**src/rtl/alu_seq_pkg.sv**
```systemverilog
// alu_seq_pkg: opcodes, FSM states and status flag positions shared by the ALU block
package alu_seq_pkg;
    localparam logic [3:0] OP_MOV = 4'b0001;
    localparam logic [3:0] OP_MVN = 4'b1001;
    localparam logic [3:0] OP_ADD = 4'b0010;
    localparam logic [3:0] OP_ADC = 4'b0011;
    localparam logic [3:0] OP_SUB = 4'b0100;
    localparam logic [3:0] OP_SBC = 4'b0101;
    localparam logic [3:0] OP_AND = 4'b0110;
    localparam logic [3:0] OP_ORR = 4'b0111;
    localparam logic [3:0] OP_EOR = 4'b1000;
    localparam logic [3:0] OP_MUL = 4'b1010;
    typedef enum logic [1:0] {IDLE = 2'd0, BUSY = 2'd1, DONE = 2'd2} state_t;
    localparam int FLAG_N = 3;
    localparam int FLAG_Z = 2;
    localparam int FLAG_V = 1;
    localparam int FLAG_C = 0;
endpackage

```
**src/rtl/alu_seq_if.sv**
```systemverilog
// alu_seq_if: operation request and result handshake bundle between producer/consumer and ALU
interface alu_seq_if #(parameter int WIDTH = 32) ();
    logic             in_valid;
    logic             in_ready;
    logic [3:0]       alu_cmd;
    logic [WIDTH-1:0] in1;
    logic [WIDTH-1:0] in2;
    logic             c_in;
    logic             out_valid;
    logic             out_ready;
    logic [WIDTH-1:0] result;
    logic [3:0]       status;
    logic             illegal;
    modport master (
        output in_valid, alu_cmd, in1, in2, c_in, out_ready,
        input  in_ready, out_valid, result, status, illegal
    );
    modport slave (
        input  in_valid, alu_cmd, in1, in2, c_in, out_ready,
        output in_ready, out_valid, result, status, illegal
    );
endinterface

```
**src/rtl/alu_mul_iter.sv**
```systemverilog
// alu_mul_iter: iterative shift-add multiplier, one multiplier bit per enabled cycle
module alu_mul_iter #(
    parameter int WIDTH = 32
) (
    input  logic             clk,
    input  logic             rst,
    input  logic             start,
    input  logic             en,
    input  logic [WIDTH-1:0] a,
    input  logic [WIDTH-1:0] b,
    output logic             done,
    output logic [WIDTH-1:0] product
);
    localparam int CW = $clog2(WIDTH);
    logic [CW-1:0]    cnt;
    logic [WIDTH-1:0] mcand;
    logic [WIDTH-1:0] mplier;
    logic [WIDTH-1:0] acc;
    // product already includes this cycle's partial sum so the last step can be registered directly
    assign product = acc + (mplier[0] ? mcand : '0);
    assign done = en && cnt == '0;
    always_ff @(posedge clk) begin
        if (!rst) begin
            cnt    <= '0;
            mcand  <= '0;
            mplier <= '0;
            acc    <= '0;
        end else if (start) begin
            cnt    <= CW'(WIDTH - 1);
            mcand  <= a;
            mplier <= b;
            acc    <= '0;
        end else if (en) begin
            acc    <= product;
            mcand  <= mcand << 1;
            mplier <= mplier >> 1;
            cnt    <= cnt != '0 ? cnt - CW'(1) : cnt;
        end
    end
endmodule

```
**src/rtl/alu_seq.sv**
```systemverilog
// alu_seq: handshaked ALU with registered result/NZVC flags and an iterative multiply
module alu_seq
    import alu_seq_pkg::*;
#(
    parameter int WIDTH  = 32,
    parameter bit MUL_EN = 1
) (
    input logic       clk,
    input logic       rst,
    alu_seq_if.slave  bus
);
    state_t           state;
    logic [WIDTH-1:0] res_q;
    logic [3:0]       st_q;
    logic             ill_q;
    logic [WIDTH-1:0] res_c;
    logic [3:0]       st_c;
    logic             ill_c;
    logic             sub;
    logic             arith;
    logic             cin;
    logic [WIDTH-1:0] opb;
    logic [WIDTH:0]   sum;
    logic             mul_done;
    logic [WIDTH-1:0] product;
    wire is_mul = MUL_EN && bus.alu_cmd == OP_MUL;
    wire accept = state == IDLE && bus.in_valid;
    alu_mul_iter #(.WIDTH(WIDTH)) u_mul (
        .clk(clk),
        .rst(rst),
        .start(accept && is_mul),
        .en(state == BUSY),
        .a(bus.in1),
        .b(bus.in2),
        .done(mul_done),
        .product(product)
    );
    // subtraction is in1 + ~in2 + cin, so V reduces to the same sign test as addition
    always_comb begin
        sub   = bus.alu_cmd == OP_SUB || bus.alu_cmd == OP_SBC;
        arith = sub || bus.alu_cmd == OP_ADD || bus.alu_cmd == OP_ADC;
        cin   = (bus.alu_cmd == OP_ADC || bus.alu_cmd == OP_SBC) ? bus.c_in : sub;
        opb   = sub ? ~bus.in2 : bus.in2;
        sum   = {1'b0, bus.in1} + {1'b0, opb} + (WIDTH + 1)'(cin);
        ill_c = 1'b0;
        case (bus.alu_cmd)
            OP_MOV:                         res_c = bus.in1;
            OP_MVN:                         res_c = ~bus.in1;
            OP_ADD, OP_ADC, OP_SUB, OP_SBC: res_c = sum[WIDTH-1:0];
            OP_AND:                         res_c = bus.in1 & bus.in2;
            OP_ORR:                         res_c = bus.in1 | bus.in2;
            OP_EOR:                         res_c = bus.in1 ^ bus.in2;
            default: begin
                res_c = '0;
                ill_c = 1'b1;
            end
        endcase
        st_c[FLAG_N] = res_c[WIDTH-1];
        st_c[FLAG_Z] = ~|res_c;
        st_c[FLAG_V] = arith && bus.in1[WIDTH-1] == opb[WIDTH-1] && res_c[WIDTH-1] != bus.in1[WIDTH-1];
        st_c[FLAG_C] = arith && sum[WIDTH];
    end
    always_ff @(posedge clk) begin
        if (!rst) begin
            state <= IDLE;
            res_q <= '0;
            st_q  <= '0;
            ill_q <= 1'b0;
        end else begin
            case (state)
                IDLE: if (bus.in_valid) begin
                    if (is_mul) begin
                        state <= BUSY;
                    end else begin
                        res_q <= res_c;
                        st_q  <= st_c;
                        ill_q <= ill_c;
                        state <= DONE;
                    end
                end
                BUSY: if (mul_done) begin
                    res_q <= product;
                    st_q  <= {product[WIDTH-1], ~|product, 2'b00};
                    ill_q <= 1'b0;
                    state <= DONE;
                end
                DONE: if (bus.out_ready) state <= IDLE;
                default: state <= IDLE;
            endcase
        end
    end
    assign bus.in_ready  = state == IDLE;
    assign bus.out_valid = state == DONE;
    assign bus.result    = res_q;
    assign bus.status    = st_q;
    assign bus.illegal   = ill_q;
endmodule

```
**src/flat_wrapper.sv**
```systemverilog
// flat-port wrapper written by rule: the top's interface ports become plain ports
module alu_seq_flat import alu_seq_pkg::*;
#(
    parameter int WIDTH  = 32,
    parameter bit MUL_EN = 1
)
  (clk, rst, bus_in_valid, bus_alu_cmd, bus_in1, bus_in2, bus_c_in, bus_out_ready, bus_in_ready, bus_out_valid, bus_result, bus_status, bus_illegal);
  alu_seq_if #(.WIDTH(WIDTH)) bus_i ();
  input logic clk;
  input logic rst;
  input wire logic [$bits(bus_i.in_valid)-1:0] bus_in_valid;
  input wire logic [$bits(bus_i.alu_cmd)-1:0] bus_alu_cmd;
  input wire logic [$bits(bus_i.in1)-1:0] bus_in1;
  input wire logic [$bits(bus_i.in2)-1:0] bus_in2;
  input wire logic [$bits(bus_i.c_in)-1:0] bus_c_in;
  input wire logic [$bits(bus_i.out_ready)-1:0] bus_out_ready;
  output wire logic [$bits(bus_i.in_ready)-1:0] bus_in_ready;
  output wire logic [$bits(bus_i.out_valid)-1:0] bus_out_valid;
  output wire logic [$bits(bus_i.result)-1:0] bus_result;
  output wire logic [$bits(bus_i.status)-1:0] bus_status;
  output wire logic [$bits(bus_i.illegal)-1:0] bus_illegal;
  assign bus_i.in_valid = bus_in_valid;
  assign bus_i.alu_cmd = bus_alu_cmd;
  assign bus_i.in1 = bus_in1;
  assign bus_i.in2 = bus_in2;
  assign bus_i.c_in = bus_c_in;
  assign bus_i.out_ready = bus_out_ready;
  assign bus_in_ready = bus_i.in_ready;
  assign bus_out_valid = bus_i.out_valid;
  assign bus_result = bus_i.result;
  assign bus_status = bus_i.status;
  assign bus_illegal = bus_i.illegal;
  alu_seq #(.WIDTH(WIDTH), .MUL_EN(MUL_EN)) u_core (.clk(clk), .rst(rst), .bus(bus_i));
endmodule
```
**config.mk**
```make
export PLATFORM = sky130hd
export DESIGN_NAME = alu_seq_flat
export DESIGN_NICKNAME = d
export VERILOG_FILES = /design/src/rtl/alu_seq_pkg.sv /design/src/rtl/alu_seq_if.sv /design/src/rtl/alu_mul_iter.sv /design/src/rtl/alu_seq.sv /design/src/flat_wrapper.sv
export SDC_FILE = /design/constraint.sdc
export NUM_CORES = 1
export LEC_CHECK = 0
export ABC_AREA = 1
export CORE_MARGIN = 3
export CORE_UTILIZATION = 61
export DETAILED_ROUTE_END_ITERATION = 16
export PLACE_DENSITY = 0.8
export SLEW_MARGIN = 5
export SYNTH_ARGS = -nofsm -noshare
export SYNTH_HDL_FRONTEND = slang
export SYNTH_SLANG_ARGS = --single-unit
```
**constraint.sdc**
```tcl
create_clock -name clk -period 11.2 [get_ports clk]
set_input_delay 2.24 -clock clk [delete_from_list [all_inputs] [get_ports clk]]
set_output_delay 2.24 -clock clk [all_outputs]
set_load 0.05 [all_outputs]
```
==> qor.yml <==
clock_network:
  post_cts.repair.setup_buffers: 0
  cts_tree: "done"
  cts-hold-fix-buffers: 0
  clk_latency_ns: 0.44
  root_buffer: "clkbuf_16"
  clkTransAtPathRegs_ns: 0.07
  cts_htree_levels: 4
  cts-resized-gates: 0
  cts.path.max_buffers: 2
  cts_buffers: 17
  cts.sinks: 139
global_routing:
  grt_max_degree: 72
  grt_usage_pct: 36.0
  antenna_found_initial: 0
  grt_pass1_wl_mm: 69.9
  grt_pass1_vias: 13909
  overflow: 0
detailed_routing:
  drt-total-wl_mm: 43.3
  wl_per_cell_um: 16.6
  first_iter_violations: 1358
  vias: 14725
  detail_route.drc_violations: 0
  ant_nets: 0
  dr.pass1.iters: 8
  vias_per_cell: 5.63
finish:
  stdcell_count: 2615
  area_growth_pct: 13.0
  diodes: 0
  drive_gt1_share_pct: 2.82
  nFillCells: 1944
  nNetsFinal: 2531
  final_area_um2: 15100
logic_synthesis:
  syn_avg_cell_area_um2: 5.88
  synthCells: 2266
  synth.largest_area_cell: "nand2_1"
  synthDistinctLibCells: 42
  ys_seq_elements: 139
  yosys.area.top_type_share_pct: 21.5
  syn_area_um2: 13300
  synthTopCellsByArea: "nand2_1, dfxtp_1, ha_1"
  synth_edf_count: 0
  synth.top_cells.by_count: "nand2_1, inv_1, nor2_1, dfxtp_1, ha_1"
  async_reset_ff_share_pct: 0
  post-synth-top-count-cell: "nand2_1"
  synth_ff_type: "dfxtp_1"
  ys_seq_area_share_pct: 20.9
  syn_nets: 2470
  yosysWarnings: 0
critical_path:
  cp-end-kind: "register"
  crit_type: "input pin to register"
  crit_arrival_ns: 6.94
  crit_path_max_fanout: 35
  required_ns: 11.58
  cp-start-kind: "input pin"
floorplanning:
  dieArea_um2: 23700
  core-area_um2: 21200
  die_y_um: 154
  num_io_pins: 112
  die_w_um: 154
  fp-row-count: 53
  initial_core_util_pct: 62.8
sta:
  fin_crit_ns: 6.56
  fin_worst_skew_ns: 0.0134
  finalHoldViolations: 0
  worst-slew-pin-transition_ns: 1.24
  rsz0062_at_grt: "false"
  timing.final.crit_share_pct: 58.6
  maxSlewHeadroom_pct: 17.4
  timing.setup.tns_ns: 0
  fmax_ghz: 0.152
  whs_ns: 0.475
  setup_violations: 0
  drv_slew: 0
power:
  power.leakage_nw: 8.04
  finalPower_mw: 1.56
  ir_drop_v: 0.000108
  power-per-cell-area_nw_per_um2: 103
placement:
  portBuffers: 111
  placed_area_um2: 14500
  hpwl_mm: 34.0
  dp_cells: 2583
  routabilityCongestion: 1.00
hold_path:
  hold_path.class: "register to register"
outcome:
  status: "finished clean"
job:
  drv_cap: 0
-- final cells by class --
class,count,area [µm²],share of cell area (%)
multi-input combinational,1665,8750,58.1
clock inverter,14,128,0.848
inverter,384,1440,9.57
clock buffer,18,439,2.92
tap,275,344,2.29
sequential,139,2780,18.5
timing repair buffer,120,1170,7.79
-- kinds of logic after synthesis --
family / count (synthesis) / synth area share [%]
DFF: 139 / 20.9
xor gates and xnor gates: 46 / 3.02
AOI/OAI and AO/OA: 318 / 14.5
and+or+nand+nor: 1170 / 35.5
buffers and inverters: 462 / 13.6
adders and majority gates: 131 / 12.5
-- path summary, 6_finish.rpt --
kind                               start                    end  slack, ns  cells after the start
setup / recovery          bus_alu_cmd[2]   u_core.bus.status[2]       4.64                     25
hold / removal      u_core.u_mul.acc[27]   u_core.u_mul.acc[27]       0.48                      2
setup reg to reg  u_core.u_mul.mplier[0]  u_core.bus.result[24]       7.25                     17
hold reg to reg     u_core.u_mul.acc[27]   u_core.u_mul.acc[27]       0.48                      2
-- worst max-delay path, stage by stage --
cell             delay, ns
clkdlybuf4s50_1       0.59
inv_1                 0.08
nor2_1                0.12
nand2_2               0.59
nand2_4               0.65
o211ai_1              0.20
fa_1                  0.45
fa_1                  0.42
inv_1                 0.13
nand3_1               0.10
nand2_1               0.12
nand3_1               0.09
nand3_1               0.16
nand2_1               0.10
nand2_1               0.07
nand2_1               0.05
nand3_1               0.08
nand2_1               0.10
nor2_1                0.15
nand3_1               0.10
nor2_1                0.09
nand2_1               0.06
nand3_1               0.06
nand2_1               0.06
inv_1                 0.05
-- layer usage --
layer	routed length [µm]	part of all wire [%]	up-vias	track usage (%)
met2	20100	46	618	60.9
met3	3110	7.2	126	4.45
li1	-	-	7297	-
met5	0	0	-	0
met4	2090	4.8	0	16.6
met1	18000	42	6684	45.7
-- sequential cells by signal, summed over array words and instances, names as in the netlist --
name,count
u_core.bus.illegal,1
u_core.bus.result,32
u_core.bus.status,3
u_core.state,2
u_core.u_mul.acc,32
u_core.u_mul.cnt,5
u_core.u_mul.mcand,32
u_core.u_mul.mplier,32
-- placed cells by master, fill, tap and decap left out, drive strengths merged --
cell | netlist | final
a211oi | 18 | 18
a21boi | 3 | 3
a21o | 2 | 2
a21oi | 101 | 101
a221oi | 31 | 31
a22oi | 1 | 1
a31oi | 20 | 20
and2 | 3 | 3
and3 | 1 | 1
buf | 38 | 10
clkbuf | 40 | 18
clkdlybuf4s50 | 0 | 110
clkinv | 0 | 3
clkinvlp | 0 | 2
dfxtp | 139 | 139
fa | 3 | 3
ha | 128 | 128
inv | 384 | 393
nand2 | 770 | 770
nand3 | 120 | 120
nand3b | 14 | 14
nand4 | 19 | 19
nor2 | 218 | 218
nor3 | 13 | 13
nor4 | 4 | 4
o2111ai | 1 | 1
o211ai | 44 | 44
o21a | 2 | 2
o21ai | 89 | 89
o21bai | 3 | 3
o221ai | 3 | 3
or2 | 8 | 8
xnor2 | 8 | 8
xor2 | 38 | 38
-- power by group --
| part | switching [mW] | internal [mW] | total (mW) |
|---|---|---|---|
| Combinational | 0.311 | 0.154 | 0.465 |
| Sequential | 0.0174 | 0.514 | 0.531 |
| Clock | 0.260 | 0.299 | 0.560 |
| Total | 0.588 | 0.967 | 1.56 |
-- through the flow --
stage	util (%)	worst slack, ns
floorplan	-	6.08
global placement	68.3	4.54
detailed placement	68.3	4.32
CTS	71.0	4.74
global route	71.0	4.14
finish	71.0	4.64
Note: power is estimated with default switching activity, not from simulation.
==> edit, RTL diff (config.mk and constraints unchanged) <==
`WIDTH` is set to 32 in 4 places; all go to 16.
--- a/src/rtl/alu_seq_if.sv
+++ b/src/rtl/alu_seq_if.sv
@@ -1,4 +1,4 @@
 // alu_seq_if: operation request and result handshake bundle between producer/consumer and ALU
-interface alu_seq_if #(parameter int WIDTH = 32) ();
+interface alu_seq_if #(parameter int WIDTH = 16) ();
     logic             in_valid;
     logic             in_ready;
--- a/src/rtl/alu_mul_iter.sv
+++ b/src/rtl/alu_mul_iter.sv
@@ -1,5 +1,5 @@
 // alu_mul_iter: iterative shift-add multiplier, one multiplier bit per enabled cycle
 module alu_mul_iter #(
-    parameter int WIDTH = 32
+    parameter int WIDTH = 16
 ) (
     input  logic             clk,
--- a/src/rtl/alu_seq.sv
+++ b/src/rtl/alu_seq.sv
@@ -3,5 +3,5 @@
     import alu_seq_pkg::*;
 #(
-    parameter int WIDTH  = 32,
+    parameter int WIDTH  = 16,
     parameter bit MUL_EN = 1
 ) (
--- a/src/flat_wrapper.sv
+++ b/src/flat_wrapper.sv
@@ -2,5 +2,5 @@
 module alu_seq_flat import alu_seq_pkg::*;
 #(
-    parameter int WIDTH  = 32,
+    parameter int WIDTH  = 16,
     parameter bit MUL_EN = 1
 )
Ports: changed (resized bus_in1, bus_in2 and bus_result); port bits go from 112 to 64. No check against the original RTL was run, so the function may have changed too.
==> edit against the unedited design <==
- sequential cell count decreased by 65
- hold slack got worse by 3.9 ps
- setup slack improved by 1000 ps
- critical endpoint unchanged
- sequential power decreased by 47%
- total power decreased by 53%
- routed wire length decreased by 59%
- design area decreased by 52%
- critical path type unchanged
- area after synthesis decreased by 53%
- cell count decreased by 54%
==> edit: results (changes against the unedited design) <==
outcome:
  outcome: "completed"
hold_path:
  hold_start: "u_core.u_mul.acc[14]"
  hold_path_end: "u_core.u_mul.acc[14]"
grt:
  grtUsageMet1_pct: 43.4  # -2.3 points
  grt_pass1_vias: 6051  # -56%
  grt_max_degree: 50  # -31%
  gr-usage-all-layers_pct: 31.5  # -4.5 points
  globalRouteMet2Util_pct: 48.9  # -12 points
clock_network:
  clk_latency_ps: 360  # -80 ps
  h-tree-depth: 3  # -1
  cts_made_buffers: 9  # -8
critical_path:
  crit_path_top_delay_cell: "clkdlybuf4s50_1"
  ff2ff_setup_slack_ps: 8190  # +940 ps
  critPathMaxStageDelay_ps: 610  # -40 ps
  r2r_end: "u_core.bus.status[2]"
  cp_max_fo: 18  # -49%
  arrival_ps: 5830  # -1110 ps
synth:
  synth.distinct_cells: 37  # -12%
  ys_seq_area_share_pct: 23.5  # +2.6 points
  synthXorXnorAreaFrac_pct: 3.19  # +0.17 points
  synth.area.top_cells: "dfxtp_1 23%, nand2_1 21%, ha_1 12%"
  syn_nets: 1128  # -54%
  yosys-top-cells-count: "356 x nand2_1, 140 x inv_1, 74 x dfxtp_1"
  synth_compound_area_share_pct: 14.7  # +0.25 points
  post_synth_fa_ha_maj_area_fraction_pct: 13.4  # +0.96 points
sta:
  maxSlewHeadroom_pct: 40.4  # +23 points
  timing.fmax_ghz: 0.181  # +18%
  fin_skew_ps: 14.7  # +1.28 ps
drt:
  num_vias: 6642  # -55%
  first_iter_violations: 535  # -61%
  avgRoutedWirePerCell_um: 14.9  # -10%
final_layout:
  fill_cells: 913  # -53%
placed_design:
  io_buffers: 63  # -43%
  post_dp_cell_area_mm2: 0.00699  # -52%
  place_congestion: 0.971  # -3.1%
  pre_cts_slack_ps: 5320  # +997 ps
  post-dp-hpwl_um: 13700  # -60%
power_and_ir_drop:
  total_leakage_power_nw: 3.51  # -56%
  ir_drop_mv: 0.0784  # -27%
## edit: cell types whose count changed after synthesis, moves of 36 or more
| cell | change |
|---|---|
| nor2_1 | -158 |
| ha_1 | -65 |
| nand3_1 | -54 |
| o21ai_0 | -43 |
| o211ai_1 | -36 |
| nand2_1 | -407 |
| inv_1 | -242 |
| a21oi_1 | -45 |
| dfxtp_1 | -65 |
## edit: routing by layer
metal | wire length (µm) | up-vias
met5 | 0 | -
met4 | 541 | 0
met3 | 1160 | 42
met2 | 7890 | 227
met1 | 8360 | 2994
li1 | - | 3379
## edit: layout make-up
class	instances	share of cell area, %
inverter	147	7.69
multi-input combinational	769	57.6
clock buffer	10	1.92
clock inverter	5	0.750
tap	133	2.32
sequential	74	20.6
timing repair buffer	66	9.10
## edit: power by group
group,internal [mW],switching (mW)
combinational,0.0791,0.151
clock,0.108,0.107
sequential,0.274,0.00835
